## src/rtl/negate_arbiter.sv

```systemverilog
// negate_arbiter: round-robin arbiter sharing one negation unit between NREQ
// valid/ready requesters, with a single-entry output register toward one consumer.
module negate_arbiter #(
   parameter int NREQ  = 4,
   parameter int WIDTH = 8,
   parameter int MODE  = 0
) (
   input  logic                      clock,
   input  logic                      reset,
   input  logic [NREQ-1:0]           req_valid,
   input  logic [NREQ*WIDTH-1:0]     req_data,
   output logic [NREQ-1:0]           req_ready,
   output logic                      out_valid,
   output logic [WIDTH-1:0]          out_data,
   output logic [$clog2(NREQ)-1:0]   out_id,
   input  logic                      out_ready,
   output logic [15:0]               done_count
);
   localparam int IW = $clog2(NREQ);
   localparam logic [0:0] EMPTY = 1'b0;
   localparam logic [0:0] FULL  = 1'b1;

   logic [0:0]       state;
   logic [IW-1:0]    ptr;
   logic [IW-1:0]    win;
   logic [IW-1:0]    idx;
   logic             found;
   logic             can_accept;
   logic             accept;
   logic             consume;
   logic [WIDTH-1:0] win_data;
   logic [WIDTH-1:0] neg_data;
   int               p;

   // Rotating priority search: first valid requester at or after ptr wins.
   always_comb begin
      found = 1'b0;
      win   = '0;
      idx   = '0;
      p     = 0;
      for (int k = 0; k < NREQ; k++) begin
         p = int'(ptr) + k;
         if (p >= NREQ) p = p - NREQ;
         idx = IW'(p);
         if (!found && req_valid[idx]) begin
            found = 1'b1;
            win   = idx;
         end
      end
   end

   assign out_valid  = (state == FULL);
   assign can_accept = !reset && (!out_valid || out_ready);
   assign req_ready  = (found && can_accept) ? (NREQ'(1) << win) : '0;
   assign accept     = found && can_accept;
   assign consume    = out_valid && out_ready;
   assign win_data   = req_data[win*WIDTH +: WIDTH];
   assign neg_data   = (MODE == 1) ? -win_data : ~win_data;

   always_ff @(posedge clock or posedge reset) begin
      if (reset) begin
         state      <= EMPTY;
         ptr        <= '0;
         out_data   <= '0;
         out_id     <= '0;
         done_count <= '0;
      end else begin
         if (accept) begin
            state    <= FULL;
            out_data <= neg_data;
            out_id   <= win;
            ptr      <= (win == IW'(NREQ - 1)) ? '0 : win + IW'(1);
         end else if (consume) begin
            state <= EMPTY;
         end
         if (consume) done_count <= done_count + 16'd1;
      end
   end
endmodule

```

## config.mk

```make
export PLATFORM = sky130hd
export DESIGN_NAME = negate_arbiter
export DESIGN_NICKNAME = d
export VERILOG_FILES = /design/src/rtl/negate_arbiter.sv
export SDC_FILE = /design/constraint.sdc
export NUM_CORES = 1
export LEC_CHECK = 0
export ABC_AREA = 1
export BUFFER_PORTS_ARGS = -buffer_cell sky130_fd_sc_hd__buf_2
export CAP_MARGIN = 20
export CORE_MARGIN = 2
export CORE_UTILIZATION = 45
export CTS_CLUSTER_DIAMETER = 30
export DETAILED_ROUTE_END_ITERATION = 12
export PLACE_DENSITY = 0.75
export SLEW_MARGIN = 20
export SYNTH_ARGS = -nofsm -noshare
export SYNTH_HDL_FRONTEND = slang
export SYNTH_SLANG_ARGS = --single-unit
```

## constraint.sdc

```tcl
create_clock -name clock -period 1.9 [get_ports clock]
set_input_delay 0 -clock clock [delete_from_list [all_inputs] [get_ports clock]]
set_output_delay 0 -clock clock [all_outputs]
set_load 0.01 [all_outputs]
```

==> impl_metrics.ini <==
[grt]
grt_max_degree = 30
grtUsageTotal = 0.204
grt_pass1_vias = 1994
grt_pass1_wl_mm = 8.27
overflow = 0
antenna_found_initial = 0

[power]
clock_power_share = 0.098
power-per-cell-area_nw_per_um2 = 1820
p_sw_frac = 0.476
ir_worst_vdd_v = 0.000978
p_comb_frac = 0.704
switching_power_w = 0.00241
power_frac_seq = 0.197
p_leak_nw = 1.68
finalPower_w = 0.00507
intPower_w = 0.00266

[detailed_routing]
detail_route.iter0.violations = 103
dr.pass1.iters = 4
wire_per_inst_microns = 11.3
drt_wl_total_mm = 4.94
num_vias = 2080
drc = 0
via_per_inst = 4.76
antenna_left = 0

[min_path]
worstHoldPathType = in -> reg

[worst_setup_path]
required_ns = 1.90
worstPathArrival_ns = 2.01
path_class = reg -> out
rrSetupSlack_ns = -0.03
crit_slowest_cell = dfrtp_2
cp_top_family = simple AND/OR/NAND/NOR gates
cp-end-kind = output port
crit_fanout = 7
crit_path_cell_trace = buf_6 -> nand2_2 -> nand3_1 -> nand2_2 -> inv_2 -> nand3_4 -> nor2_4 -> nor2_4 -> buf_6 -> nand2_1 -> nor2_1 -> buf_2
cpPeakStageDelay_ns = 0.46
crit_path_start_kind = flip-flop
crit_buf_inv = 4

[placement]
gp_congestion = 0.790
hpwl_mm = 3.51
placed_cell_area_sq_um = 2430
portBuffers = 69

[floorplanning]
die-height_microns = 70.3
dieWidth_microns = 70.3
die_area_sq_um = 4940
initial_core_util = 0.460
design.core.area_sq_um = 4290
rows = 24
io_pins = 70

[yosys]
synth_warnings = 0
synth_cell_types = 31
synth_area_sq_um = 1980
ys_seq_area_frac = 0.367
synth-seq-cells = 29
avgSynthCellArea_sq_um = 6.91
syn_inst = 286
synth_nets = 326

[run_status]
status = finished, violations left
violations = negative setup slack

[timing]
layout_setup_ws_ns = -0.108
rsz0062_at_grt = true
worstMarginPinSlew_ns = 0.365
report.final.hold_viol_count = 0
finClkSkew_ns = 0.00529
max_slew_margin = 0.757
slew_viol_final = 0
final.period_utilization = 1.06
fmax_ghz = 0.498
setup_violations = 11
fin_hold_ws_ns = 0.0462
min_period_ns = 2.01

[cts]
cts_buffers = 5
path_clk_slew_ns = 0.06
cts_max_level = 2
cts_tree = built
cts-root-buf = clkbuf_8
clk_latency_ns = 0.27
cts_max_path_buffers = 2
cts.sinks = 29

[layout]
finalInstanceArea_sq_um = 2790
nNetsFinal = 425
drive_gt1_frac = 0.405
syn_to_final_growth_pct = 40.9
n_antenna_cell = 0

[flow_run]
drv_cap = 0
area by class of cell:
cell class	instances	area [sq um]
Multi-Input combinational cell	206	1120
Sequential cell	29	728
Clock buffer	7	86.3
Fill cell	380	1510
Timing Repair Buffer	97	602
Timing Repair inverter	1	7.51
Inverter	45	173
Tap cell	52	65.1
cells by family (layout without fill, tap and decap cells):
logic type,Yosys count,in the layout,share of synthesized area
buffers and inverters,51,150,0.113
AOI/OAI and AO/OA,6,6,0.0196
adders and majority gates,1,1,0.00633
xor gates and xnor gates,13,13,0.0576
muxes,1,1,0.00570
DFF,29,29,0.367
and+or+nand+nor,185,185,0.431
synthesized netlist by cell type:
| cell | instances | area, sq um |
|---|---|---|
| nand3_1 | 17 | 85.1 |
| nand3_2 | 2 | 20.0 |
| nor2_4 | 2 | 22.5 |
| buf_4 | 1 | 7.51 |
| nor2_1 | 11 | 41.3 |
| nor2_2 | 2 | 12.5 |
| clkinv_1 | 1 | 3.75 |
| nor3_2 | 1 | 10.0 |
| buf_2 | 3 | 15.0 |
| xor2_1 | 7 | 61.3 |
| buf_6 | 1 | 11.3 |
| o21ai_0 | 1 | 5.00 |
| inv_1 | 40 | 150 |
| o211ai_2 | 1 | 12.5 |
| a31oi_1 | 1 | 6.26 |
| nand2_1 | 122 | 458 |
| nor4_2 | 1 | 12.5 |
| nand3b_1 | 9 | 67.6 |
| nor3b_1 | 1 | 7.51 |
| xnor2_1 | 6 | 52.6 |
| nand2_4 | 2 | 22.5 |
| o21ai_1 | 1 | 5.00 |
| dfrtp_1 | 29 | 726 |
| buf_12 | 1 | 20.0 |
| nand4_1 | 2 | 12.5 |
| nand2_2 | 12 | 75.1 |
| ha_1 | 1 | 12.5 |
| a21oi_1 | 2 | 10.0 |
| mux2_2 | 1 | 11.3 |
| nor3_1 | 1 | 5.00 |
| inv_2 | 4 | 15.0 |
worst paths after layout:
kind                                            start                          to  depth (start not counted)
max                                ptr[0]$_DFFE_PP0P_                req_ready[0]                         12
min                                         out_ready       out_valid$_DFFE_PP0P_                          4
max reg2reg                        ptr[0]$_DFFE_PP0P_     out_data[1]$_DFFE_PP0P_                         16
min reg2reg                done_count[15]$_DFFE_PP0P_  done_count[15]$_DFFE_PP0P_                          1
max in group asynchronous                       reset          ptr[0]$_DFFE_PP0P_                          4
min in group asynchronous                       reset   done_count[0]$_DFFE_PP0P_                          4
registers in the layout (all words and copies together), names as in the netlist:
| signal | flops |
|---|---|
| done_count | 16 |
| out_data | 8 |
| out_id | 2 |
| ptr | 2 |
| out_valid | 1 |
metrics by stage:
stage,setup TNS (ns),util,std cells,setup slack (ns)
CTS,-0.188,0.640,435,-0.0702
detailed placement,0,0.566,414,0.0402
finish,-0.473,0.649,437,-0.108
floorplan,0,-,286,0.138
global route,-1.82,0.649,437,-0.214
global placement,0,0.566,414,0.0820
tightest hold or removal path: stages:
cell and delay, ns:
buf_2 0.09, inv_1 0.04, nand2_1 0.09, nand2_1 0.06
what timing repair did:
action | in CTS | in global routing
cloned | 2 | 0
setup endpoints to repair | 4 | 16
gates resized for setup | 28 | 8
buffers inserted | 11 | 2
hold endpoints to repair | 29 | 0
hold buffers | 1 | 0
pin swaps | 13 | 5
power by group through the flow:
stage	sequential, W	combinational (W)	clock (W)
6_report	0.00100	0.00357	0.000499
5_1_grt	0.00103	0.00393	0.000526
3_3_place_gp	0.000979	0.00262	0
2_1_floorplan	0.00104	0.00197	0
3_5_place_dp	0.000982	0.00267	0
4_1_cts	0.000997	0.00339	0.000505
placed cells by master (no fill, tap or decap), types with 2 or more instances in the layout:
| cell type | instances |
|---|---|
| inv_2 | 4 |
| nor2_1 | 7 |
| xor2_1 | 7 |
| dfrtp_1 | 27 |
| nor2_4 | 4 |
| xnor2_1 | 6 |
| nand2_2 | 22 |
| nand3_2 | 3 |
| buf_6 | 3 |
| inv_1 | 39 |
| nand3_1 | 15 |
| nand2_1 | 111 |
| clkbuf_8 | 6 |
| nand2_4 | 2 |
| nand4_1 | 2 |
| buf_2 | 69 |
| nor3_2 | 2 |
| nor2_2 | 4 |
| buf_4 | 22 |
| nand3b_1 | 9 |
| dfrtp_2 | 2 |
layer usage:
metal,GRT usage,part of all wire
met5,0,0
met4,0.0406,0.0091
met3,0.0433,0.041
met2,0.372,0.52
met1,0.245,0.43
(Power assumes the default switching activity.)
